## src/rtl/mux_scan_ctrl.sv

```systemverilog
// Scan controller for a dual 4-to-1 mux: steps sel through a..d, settles, samples, packs an 8-bit word.
// Optional change pulse on chg is built only when MUX_SCAN_CHG_EN is defined.
module mux_scan_ctrl #(
  parameter int unsigned SETTLE_CYCLES = 2,
  parameter int unsigned CW            = 4
) (
  input  logic       clk,
  input  logic       rst_n,
  input  logic       start,
  input  logic       cont,
  input  logic [1:0] mux_out,
  output logic [1:0] sel,
  output logic       str,
  output logic       busy,
  output logic [7:0] data,
  output logic       valid,
  output logic       chg
);

  localparam logic [CW-1:0] CNT_LAST = CW'(SETTLE_CYCLES - 1);

  typedef enum logic [1:0] {IDLE, SETTLE, DONE} state_t;

  state_t        state_q, state_d;
  logic [1:0]    k_q, k_d;
  logic [CW-1:0] cnt_q, cnt_d;
  logic [5:0]    shadow_q, shadow_d;
  logic          finish_c;
  logic [7:0]    scan_c;
  logic [1:0]    sel_d;
  logic          str_d, busy_d;

  // State register
  always_ff @(posedge clk or negedge rst_n) begin
    if (!rst_n) begin
      state_q  <= IDLE;
      k_q      <= 2'd0;
      cnt_q    <= '0;
      shadow_q <= 6'd0;
    end else begin
      state_q  <= state_d;
      k_q      <= k_d;
      cnt_q    <= cnt_d;
      shadow_q <= shadow_d;
    end
  end

  // Next-state, channel walk and per-channel sampling
  always_comb begin
    state_d  = state_q;
    k_d      = k_q;
    cnt_d    = cnt_q;
    shadow_d = shadow_q;
    finish_c = 1'b0;
    case (state_q)
      IDLE: begin
        if (start) begin
          state_d = SETTLE;
          k_d     = 2'd0;
          cnt_d   = '0;
        end
      end
      SETTLE: begin
        if (cnt_q == CNT_LAST) begin
          cnt_d = '0;
          case (k_q)
            2'd0: shadow_d[1:0] = mux_out;
            2'd1: shadow_d[3:2] = mux_out;
            2'd2: shadow_d[5:4] = mux_out;
            default: ;
          endcase
          if (k_q == 2'd3) begin
            finish_c = 1'b1;
            state_d  = DONE;
            k_d      = 2'd0;
          end else begin
            k_d = k_q + 2'd1;
          end
        end else begin
          cnt_d = cnt_q + CW'(1);
        end
      end
      DONE: begin
        k_d     = 2'd0;
        cnt_d   = '0;
        state_d = cont ? SETTLE : IDLE;
      end
      default: state_d = IDLE;
    endcase
  end

  // Mux-facing outputs decoded from the upcoming state so they register cleanly
  always_comb begin
    sel_d  = (state_d == SETTLE) ? k_d : 2'd0;
    str_d  = (state_d != SETTLE);
    busy_d = (state_d != IDLE);
  end

  // Channel d goes straight into the word; a..c come from the shadow
  assign scan_c = {mux_out, shadow_q};

  always_ff @(posedge clk or negedge rst_n) begin
    if (!rst_n) begin
      sel   <= 2'd0;
      str   <= 1'b1;
      busy  <= 1'b0;
      data  <= 8'h00;
      valid <= 1'b0;
    end else begin
      sel   <= sel_d;
      str   <= str_d;
      busy  <= busy_d;
      valid <= finish_c;
      if (finish_c) data <= scan_c;
    end
  end

`ifdef MUX_SCAN_CHG_EN
  // data still holds the previous word at the finishing edge, so it is the comparison register
  always_ff @(posedge clk or negedge rst_n) begin
    if (!rst_n) chg <= 1'b0;
    else        chg <= finish_c && (scan_c != data);
  end
`else
  assign chg = 1'b0;
`endif

endmodule

```

## config.mk

```make
export PLATFORM = sky130hd
export DESIGN_NAME = mux_scan_ctrl
export DESIGN_NICKNAME = d
export VERILOG_FILES = /design/src/rtl/mux_scan_ctrl.sv
export SDC_FILE = /design/constraint.sdc
export NUM_CORES = 1
export LEC_CHECK = 0
export CAP_MARGIN = 20
export CELL_PAD_IN_SITES_DETAIL_PLACEMENT = 0
export CELL_PAD_IN_SITES_GLOBAL_PLACEMENT = 1
export CORE_ASPECT_RATIO = 2
export CORE_UTILIZATION = 30
export CTS_CLUSTER_DIAMETER = 100
export CTS_CLUSTER_SIZE = 40
export DETAILED_ROUTE_END_ITERATION = 7
export MAX_ROUTING_LAYER = met4
export PLACE_DENSITY = 0.68
export SETUP_SLACK_MARGIN = 0.5
export SYNTH_ARGS = -nofsm -noshare
export SYNTH_HDL_FRONTEND = slang
export SYNTH_SLANG_ARGS = --single-unit
```

## constraint.sdc

```tcl
create_clock -name clk -period 3.7 [get_ports clk]
set_input_delay 0.37 -clock clk [delete_from_list [all_inputs] [get_ports clk]]
set_output_delay 0.37 -clock clk [all_outputs]
set_load 0.01 [all_outputs]
```

==> After elaboration in Yosys (flattened, before gate mapping) <==
Cells that the tools add are included.
{ "word_totals": {"ff_bits": 27, "in_bits": 6, "output_inout_bits": 14, "wordCells": 46} }
{ "classes": {"add_sub_neg": 2, "n_eq_ne": 9, "n_mux": 16, "reduce_logical": 8} }
{ "op_table": {"columns": ["cell", "n"], "rows": [
  ["$mux 2", 7],
  ["$pmux 2 s3", 2],
  ["$pmux 4 s3", 1],
  ["$reduce_and 3->1", 3],
  ["$mux 4", 2],
  ["$eq 2x1->1 const B", 3],
  ["$eq 2x2->1 const B", 3],
  ["$add 4x1->4 const B", 1],
  ["$eq 4x1->1 const B", 1],
  ["$logic_not 2->1", 2],
  ["$mux 1", 4],
  ["$reduce_bool 3->1", 1],
  ["$add 2x1->2 const B", 1],
  ["$ne 2x1->1 const B", 1],
  ["$ne 2x2->1 const B", 1],
  ["$reduce_and 2->1", 1],
  ["$reduce_bool 2->1", 1]
]} }

==> Logic depth before layout (Yosys ltp) <==
Gate-level depths: netlist (run 1).
{ "logic_depth": {"depth_word": 6, "depth_mapped": 6, "ltp_nobuf": 5} }

==> Worst setup path before layout (run 1) <==
Ideal clock, no wire load.
{ "synth_path": {"path_kind": "register -> register", "startpoint": "register cnt_q[1]", "endpoint": "register data[0]", "setup_ns": 0.125, "t_arrival_ns": 1.590, "setup_slack_ns": 1.985, "stages_incl_launch_ff": 7, "path_cell_list": "dfrtp_1 inv_1 ha_1 nor3b_2 and3_4 buf_12 mux2_4"} }
{ "synth_between": {"elab_chain_cells": 3} }
{ "synth_rtl": {"columns": ["element", "line", "rtl"], "rows": [
  ["start: declaration", "26", "logic [CW-1:0] cnt_q, cnt_d;"],
  ["start signal: assignment", "43", "cnt_q <= cnt_d;"],
  ["$eq 4x1->1", "64", "if (cnt_q == CNT_LAST) begin"],
  ["$mux 1", "64", null],
  ["$mux 1", "55", "case (state_q)"],
  ["end signal: assignment", "114", "if (finish_c) data <= scan_c;"],
  ["end: declaration", "15", "output logic [7:0] data,"]
]} }
Every way passes these cells.
A chain may end at the register's enable or synchronous reset.

==> Worst setup path in the final report (run 1) <==
{ "layout_path": {"startpoint": "register cnt_q[0]", "endpoint": "register data[6]"} }
The elaborated chain is that of the path after synthesis.

==> impl_metrics.csv, run 1 <==
group,metric,value,unit
run_status,status,"completed",
drt,drc,0,
cts,cts_max_level,1,
critical_path,crit_family,"simple AND/OR/NAND/NOR gates",
critical_path,cp_cell_sequence,"ha_1, nor3b_2, and3_4, mux2_4",
drt,drt-total-wl,2.424,mm
critical_path,crit_fanout,10,
place,dp_hpwl,1.836,mm
cts,cts_setup_buffers,0,
cts,cts_tree,"yes",
logic_synthesis,avgSynthCellArea,12.48,µm²
final_layout,nNetsFinal,135,
cts,cts.clk_slew.worst_paths,0.09,ns
logic_synthesis,synth.top_cells.by_area,"dfrtp_1 50%, mux2_4 9.2%, ha_1 5.7%",
cts,cts_resized,0,
drt,num_vias,849,
cts,cts_buffer_depth,2,
sta,fin_skew,0.006442,ns
place,place.gp.congestion,0.7406,
global_routing,grt_pass1_wl,4.077,mm
logic_synthesis,syn-cell-area,1310,µm²
sta,tightestPinTransition,0.5296,ns
global_routing,grt_max_degree,28,
final_layout,drive_gt1_share,22.95,%
cts,clkLatencyLatePin,0.27,ns
cts,hold_buffers,0,
final_layout,antenna_cells,0,
logic_synthesis,syn_inst,105,
cts,cts_num_sinks,27,
critical_path,critPathKind,"register to register",
die,die_area,4651,µm²
pwr,pwr_density_cell,717.9,nW/µm²
logic_synthesis,seq_area_frac_synth,51.67,%
cts,numCtsBuffers,3,
logic_synthesis,yosysUniqueCellTypes,33,
critical_path,cp_data_arrival_time,2.06,ns
sta,setup_ws,1.794,ns
global_routing,track_usage,11.97,%
critical_path,critical_path_buf_inv_count,0,
drt,antenna_left,0,
global_routing,grt_overflow,0,
min_path,hold_path_class,"primary input to asynchronous set/reset pin",
logic_synthesis,ys.flop_type,"dfrtp_1",
sta,setup_viol,0,
sta,final.setup.tns,0,ns
job,max_cap_viol_count,0,
sta,maxSlewViolCount,0,
logic_synthesis,synth_nets,117,
critical_path,end_kind,"register",
drt,viasPerCell,4.879,
sta,min_period,1.906,ns
logic_synthesis,synth_top_cell_by_area,"dfrtp_1",
critical_path,startpoint_type,"register",
die,pin_count,20,
global_routing,grt_pass1_vias,865,
drt,first_pass_iters,4,
place,place_ws,1.842,ns
sta,fin_crit_sh,51.52,%
final_layout,area_growth,19.39,%
logic_synthesis,synth-edff-count,0,
die,die_h,95.45,µm
critical_path,r2r_cells,4,
pwr,p_leak,0.0006780,µW
sta,finalHoldViolCount,0,
final_layout,fill_cells,435,
sta,max_freq,524.6,MHz
sta,rsz0062_at_grt,"false",
global_routing,antenna_found_initial,0,
place,portBuffers,18,
pwr,vdd_ir_drop_max,0.2155,mV
logic_synthesis,async_flop_share,100.0,%
die,coreArea,4129,µm²
critical_path,critical-path-slowest-cell,"dfrtp_1",
logic_synthesis,synth-seq-cells,27,
cts,clockRootBuffer,"clkbuf_8",
logic_synthesis,synth_warnings,0,
logic_synthesis,synth_top_area_share,49.67,%
sta,relSlewSlack,64.70,%
critical_path,cp.depth,4,
die,fp-row-count,33,
critical_path,cp.required,3.86,ns
die,die_w,48.73,µm
critical_path,critical_path.max_stage_delay,0.46,ns
die,start_util,31.73,%
drt,wl_per_cell,13.93,µm
drt,drtIter0Drc,19,
==> state kept, by name, summed over array words and instances (netlist names) <==
register  count
busy          1
valid         1
data          8
sel           2
state_q       2
shadow_q      6
str           1
cnt_q         4
k_q           2
==> per-layer routing <==
| layer | wire, µm | GRT usage (%) | up-vias |
|---|---|---|---|
| li1 | - | - | 408 |
| met1 | 951 | 12.30 | 419 |
| met2 | 1361 | 21.64 | 18 |
| met3 | 61 | 1.754 | 4 |
| met4 | 49 | 6.373 | 0 |
| met5 | 0 | - | - |
==> report_power, final <==
part | switching (µW) | internal (µW) | leakage [µW]
logic | 180 | 257 | 0.000316
clock network | 91.3 | 75.4 | 0.0000255
registers | 106 | 413 | 0.000336
total | 376 | 746 | 0.000678
==> final cells by class <==
type	instances	area, µm²	share of cell area [%]
multi-input combinational	68	573.1	36.64
clock inverter	1	5.005	0.3200
tap	52	65.06	4.160
inverter	4	15.01	0.9600
clock buffer	3	41.29	2.640
timing repair buffer	19	187.7	12.00
sequential	27	676.9	43.28
==> cell families (layout without fill, tap and decap cells) <==
group | count (synthesis) | count (layout) | synth area share (%)
adder cells (fa/ha/maj) | 6 | 6 | 5.731
AO/OA/AOI/OAI | 15 | 15 | 7.831
multiplexers | 14 | 14 | 14.33
buffers and inverters | 10 | 27 | 4.585
flip-flops | 27 | 27 | 51.67
other | 1 | 1 | 0.2863
AND/OR/NAND/NOR | 32 | 32 | 15.57
==> cells in the mapped netlist, types with 3 or more instances <==
| master | instances |
|---|---|
| inv_1 | 4 |
| dfrtp_1 | 26 |
| nand2_1 | 4 |
| mux2_2 | 6 |
| mux2_4 | 8 |
| nor2_1 | 3 |
| o21ai_0 | 3 |
| ha_1 | 6 |
| and3_2 | 5 |
| nand3_1 | 6 |
==> worst reg2reg max path, stage by stage, from the launching register on <==
cell,delay (ns)
dfrtp_1,0.46
ha_1,0.19
nor3b_2,0.43
and3_4,0.40
mux2_4,0.32
==> per-stage QoR <==
| step | std cells | cell area [µm²] | hold slack (ns) | power, µW | utilization (%) |
|---|---|---|---|---|---|
| after global placement | 170 | 1518 | 0.4870 | 954.4 | 36.76 |
| after CTS | 174 | 1564 | 0.4808 | 1138 | 37.88 |
| final | 174 | 1564 | 0.4659 | 1123 | 37.88 |
| after detailed placement | 170 | 1518 | 0.4902 | 969.9 | 36.76 |
| after global routing | 174 | 1564 | 0.5004 | 1211 | 37.88 |
| after floorplan | 105 | 1310 | 0.07441 | 792.7 | - |
==> worst paths after layout <==
check                                  from       to  slack (ns)
worst max register to register     cnt_q[0]  data[6]        1.79
min in group clk                shadow_q[5]  data[5]        0.51
worst min register to register  shadow_q[5]  data[5]        0.51
worst min-delay path                  rst_n  data[5]        0.47
worst max-delay path               cnt_q[0]  data[6]        1.79
max in group asynchronous             rst_n      str        2.94
==> layout by cell type, fill, tap and decap left out, drive strengths merged <==
cell type	count
nor3b	1
nand2b	2
nand3	6
or3	2
o21ai	3
buf	1
nand2	4
clkdlybuf4s50	18
nor2	3
o31ai	2
a21oi	2
nand4	1
nor2b	2
ha	6
mux2	14
clkbuf	3
or3b	1
conb	1
o31a	1
dfstp	1
and3	6
o221ai	1
o211ai	2
nor4b	2
clkinv	1
inv	4
nand3b	2
a31oi	2
dfrtp	26
a32oi	2
(Power assumes the default switching activity.)
==> run 2: changes to the inputs <==
==> constraint.sdc (replaced) <==
create_clock -name clk -period 2 [get_ports clk]
set_input_delay 0.2 -clock clk [delete_from_list [all_inputs] [get_ports clk]]
set_output_delay 0.2 -clock clk [all_outputs]
set_load 0.01 [all_outputs]
==> impl_metrics.csv, run 2 (synthesized netlist as in run 1, its figures left out) <==
group,metric,value,unit
global_routing,antenna_found_initial,0,
drt,drtIter0Drc,4,
final_layout,drive_gt1_share,33.58,%
global_routing,grt_pass1_vias,954,
final_layout,largestRegisters,"data (8), shadow_q (6), cnt_q (4)",
die,start_util,31.73,%
place,dp.cells,172,
sta,max_freq,604.4,MHz
critical_path,end_kind,"register",
sta,finalHoldViolCount,0,
die,coreArea,4129,µm²
critical_path,cp_data_arrival_time,1.81,ns
sta,final.setup.tns,0,ns
sta,setup_viol,0,
cts,cts_buffer_depth,2,
global_routing,grt_overflow,0,
die,pin_count,20,
pwr,pwr_density_cell,1353,nW/µm²
final_layout,final_common_cell,"dfrtp_1",
global_routing,grt_max_degree,28,
cts,cts_num_sinks,27,
cts,cts.clk_slew.worst_paths,0.09,ns
die,die_area,4651,µm²
cts,hold_buffers,0,
final_layout,layout.cells.non_filler,186,
sta,rsz0062_at_grt,"true",
place,portBuffers,18,
critical_path,cp.required,2.16,ns
critical_path,crit_fanout,5,
place,place.gp.congestion,0.7256,
final_layout,regMostFlops,"data",
pwr,p_leak,0.0007493,µW
drt,drt-total-wl,2.676,mm
drt,drc,0,
sta,fin_skew,0.007262,ns
pwr,vdd_ir_drop_max,0.6793,mV
die,fp-row-count,33,
final_layout,nNetsFinal,147,
die,die_w,48.73,µm
final_layout,area_growth,29.13,%
global_routing,grt_pass1_wl,4.422,mm
final_layout,antenna_cells,0,
run_status,status,"completed",
drt,first_pass_iters,2,
drt,num_vias,915,
cts,cts_max_level,1,
cts,cts_tree,"yes",
die,die_h,95.45,µm
final_layout,multi_input_area,611.8,µm²
final_layout,fill_cells,426,
place,dp_hpwl,1.812,mm
cts,numCtsBuffers,3,
drt,antenna_left,0,
sta,min_period,1.654,ns
final_layout,layout.cells.most_common_list,"26 x dfrtp_1, 17 x clkdlybuf4s50_1, 10 x buf_4",
global_routing,track_usage,12.93,%
final_layout,largest_reg_flops,8,
job,max_cap_viol_count,0,
final_layout,seq_area,676.9,µm²
cts,clkLatencyLatePin,0.27,ns
cts,clockRootBuffer,"clkbuf_8",
critical_path,startpoint_type,"register",
min_path,hold_path_class,"primary input to asynchronous set/reset pin",
drt,wl_per_cell,14.39,µm
critical_path,critPathKind,"register to register",
sta,fin_crit_sh,82.72,%
sta,maxSlewViolCount,0,
critical_path,r2r_slack,0.35,ns
drt,viasPerCell,4.919,
## run 2: changes by cell type in the layout (fill, tap and decap cells not counted), moves of 2 or more
| cell | before | now |
|---|---|---|
| buf_4 | 1 | 10 |
| buf_6 | 0 | 2 |
| o21ai_1 | 0 | 2 |
| o21ai_0 | 3 | 1 |
## run 2: layout make-up
| class | instances | share of cell area [%] |
|---|---|---|
| Sequential cell | 27 | 40.01 |
| Inverter | 4 | 0.8876 |
| Clock inverter | 1 | 0.2959 |
| Timing Repair Buffer | 30 | 16.35 |
| Tap cell | 52 | 3.846 |
| Clock buffer | 3 | 2.441 |
| Multi-Input combinational cell | 69 | 36.17 |
## run 2: per-stage QoR
| step | hold slack, ns | setup slack (ns) | total power, µW | instance area, µm² | utilization, % |
|---|---|---|---|---|---|
| 6_report | 0.3004 | 0.3455 | 2289 | 1692 | 40.97 |
| 2_1_floorplan | -0.09559 | 0.3463 | 1483 | 1316 | - |
| 3_5_place_dp | 0.4922 | 0.2110 | 1817 | 1539 | 37.27 |
| 3_3_place_gp | 0.4869 | 0.2807 | 1784 | 1539 | 37.27 |
| 4_1_cts | 0.3233 | 0.3990 | 2243 | 1660 | 40.21 |
| 5_1_grt | 0.3271 | 0.2973 | 2445 | 1692 | 40.97 |
## run 2: what timing repair did
| action | in CTS | in global routing |
|---|---|---|
| endpoints found under the setup margin | 20 | 22 |
| gates cloned | 1 | 0 |
| gates resized for setup | 4 | 8 |
| buffers inserted | 8 | 1 |
| pin swaps | 1 | 5 |
## run 2: critical path, stage by stage, from the launching register on
cell     delay [ns]
dfrtp_1        0.40
inv_1          0.07
ha_2           0.18
nor3b_4        0.21
buf_6          0.14
and3_4         0.23
mux2_4         0.31
## run 2: per-layer routing
metal  vias up  share of wire, %  track usage [%]
met1       462                38            12.28
met5         -                 0                -
met3         4               2.1            1.276
li1        433                 -                -
met2        16                58            24.77
met4         0               2.1            7.353
## run 2: where the power goes
part,switching [µW],leakage (µW),total [µW],internal (µW)
combinational,441,0.000388,1060,618
sequential,157,0.000336,922,765
clock,168,0.0000255,308,140
total,766,0.000749,2290,1520
## run 2: worst paths after layout
kind / startpoint / endpoint / depth (start not counted)
worst max-delay path: cnt_q[1] / data[7] / 6
worst min-delay path: rst_n / data[2] / 2
worst max register to register: cnt_q[1] / data[7] / 6
worst min register to register: shadow_q[2] / data[2] / 1
max in group asynchronous: rst_n / str / 2
min in group clk: shadow_q[2] / data[2] / 1
==> run 3: changes to the inputs <==
==> constraint.sdc (replaced) <==
create_clock -name clk -period 1.66 [get_ports clk]
set_input_delay 0.166 -clock clk [delete_from_list [all_inputs] [get_ports clk]]
set_output_delay 0.166 -clock clk [all_outputs]
set_load 0.01 [all_outputs]
==> impl_metrics.csv, run 3 (synthesized netlist as in run 1, its figures left out) <==
group,metric,value,unit
pwr,p_leak,0.0008662,µW
global_routing,track_usage,13.31,%
drt,wl_per_cell,14.60,µm
final_layout,final_common_cell,"dfrtp_1",
min_path,hold_path_class,"primary input to asynchronous set/reset pin",
final_layout,area_growth,40.78,%
sta,setup_viol,0,
place,dp.cells,177,
cts,cts.clk_slew.worst_paths,0.09,ns
final_layout,largest_reg_flops,8,
global_routing,grt_pass1_vias,988,
die,coreArea,4129,µm²
final_layout,layout.cells.non_filler,197,
sta,rsz0062_at_grt,"true",
sta,fin_skew,0.008031,ns
cts,hold_buffers,0,
drt,viasPerCell,4.980,
pwr,pwr_density_cell,1564,nW/µm²
cts,cts_max_level,1,
critical_path,critPathKind,"register to register",
cts,clkLatencyLatePin,0.27,ns
final_layout,nNetsFinal,158,
sta,max_freq,616.9,MHz
place,portBuffers,18,
die,pin_count,20,
critical_path,cp_data_arrival_time,1.78,ns
final_layout,drive_gt1_share,43.45,%
global_routing,busiest_layer,"met2",
critical_path,crit_fanout,7,
global_routing,antenna_found_initial,0,
pwr,vdd_ir_drop_max,0.7997,mV
global_routing,grt_max_degree,19,
drt,drt-total-wl,2.877,mm
die,die_area,4651,µm²
sta,maxSlewViolCount,0,
die,fp-row-count,33,
global_routing,use_met1,13.09,%
critical_path,end_kind,"register",
sta,min_period,1.621,ns
critical_path,startpoint_type,"register",
sta,timing.hold.ws,0.2215,ns
global_routing,gr-usage-met3,1.435,%
die,start_util,31.73,%
final_layout,seq_area,676.9,µm²
drt,drc,0,
global_routing,use_met2,25.46,%
final_layout,layout.cells.most_common_list,"26 x dfrtp_1, 14 x buf_4, 12 x dlygate4sd2_1",
global_routing,grt_pass1_wl,4.629,mm
global_routing,grt_overflow,0,
die,die_h,95.45,µm
final_layout,regMostFlops,"data",
drt,num_vias,981,
drt,drtIter0Drc,12,
final_layout,multi_input_area,656.9,µm²
drt,antenna_left,0,
job,max_cap_viol_count,0,
cts,clockRootBuffer,"clkbuf_8",
place,place.gp.congestion,0.7403,
cts,cts_tree,"yes",
critical_path,rr_startpoint,"cnt_q[1]",
critical_path,cp.required,1.82,ns
place,dp_hpwl,2.003,mm
drt,first_pass_iters,3,
cts,cts_num_sinks,27,
cts,numCtsBuffers,3,
die,die_w,48.73,µm
run_status,status,"completed",
cts,cts_buffer_depth,2,
final_layout,post-route-util,44.67,%
sta,finalHoldViolCount,0,
final_layout,fill_cells,404,
final_layout,largestRegisters,"data (8), shadow_q (6), cnt_q (4)",
sta,fin_crit_sh,97.65,%
final_layout,antenna_cells,0,
critical_path,critical_path.startpoint,"cnt_q[1]",
run 3: changes by cell type in the layout (fill, tap and decap cells not counted), sizes merged:
cell / delta
buf: +12
clkdlybuf4s50: -12
dlygate4sd2: +11
run 3: cell type report:
cell class	count	area share (%)
repair buffers	41	20.83
well taps	52	3.528
inverters	4	0.8141
clock inverters	1	0.2714
clock buffers	3	2.239
flip-flops and latches	27	36.70
multi-input cells	69	35.62
run 3: routing by layer:
layer	wire [µm]	vias up
li1	-	460
met1	1047	491
met2	1684	23
met3	79	7
met4	65	0
met5	0	-
run 3: per-stage QoR:
step | power (µW) | setup slack, ns | instance area [µm²] | TNS, ns
floorplan | 1825 | 0.006264 | 1340 | 0
global placement | 2256 | 0.04933 | 1600 | 0
detailed placement | 2307 | -0.006768 | 1600 | -0.02400
CTS | 2751 | 0.04032 | 1708 | 0
global route | 3084 | -0.04101 | 1844 | -0.3846
finish | 2884 | 0.03901 | 1844 | 0
run 3: worst max-delay path: stages, from the launching register on:
cell,delay [ns]
dfrtp_1,0.40
inv_1,0.06
ha_2,0.16
nor3b_4,0.28
and3_4,0.30
mux2_4,0.31
run 3: where the power goes:
group,switching (µW),total [µW],internal (µW)
sequential,185,1110,922
clock,203,371,168
combinational,595,1410,812
run 3: worst paths after layout:
kind                                to  slack (ns)  cells after the start
min in group clk               data[4]        0.51                      1
max in group asynchronous      data[3]        0.98                      2
min                        shadow_q[4]        0.22                      1
max reg2reg                    data[3]        0.04                      5
max                            data[3]        0.04                      5
min reg2reg                    data[4]        0.51                      1
run 3: what timing repair did:
| item | 4_1_cts | 5_1_grt |
|---|---|---|
| resized for setup | 24 | 14 |
| pin swaps | 4 | 6 |
| cloned | 1 | 1 |
| setup endpoints to repair | 40 | 26 |
| setup buffers | 4 | 10 |
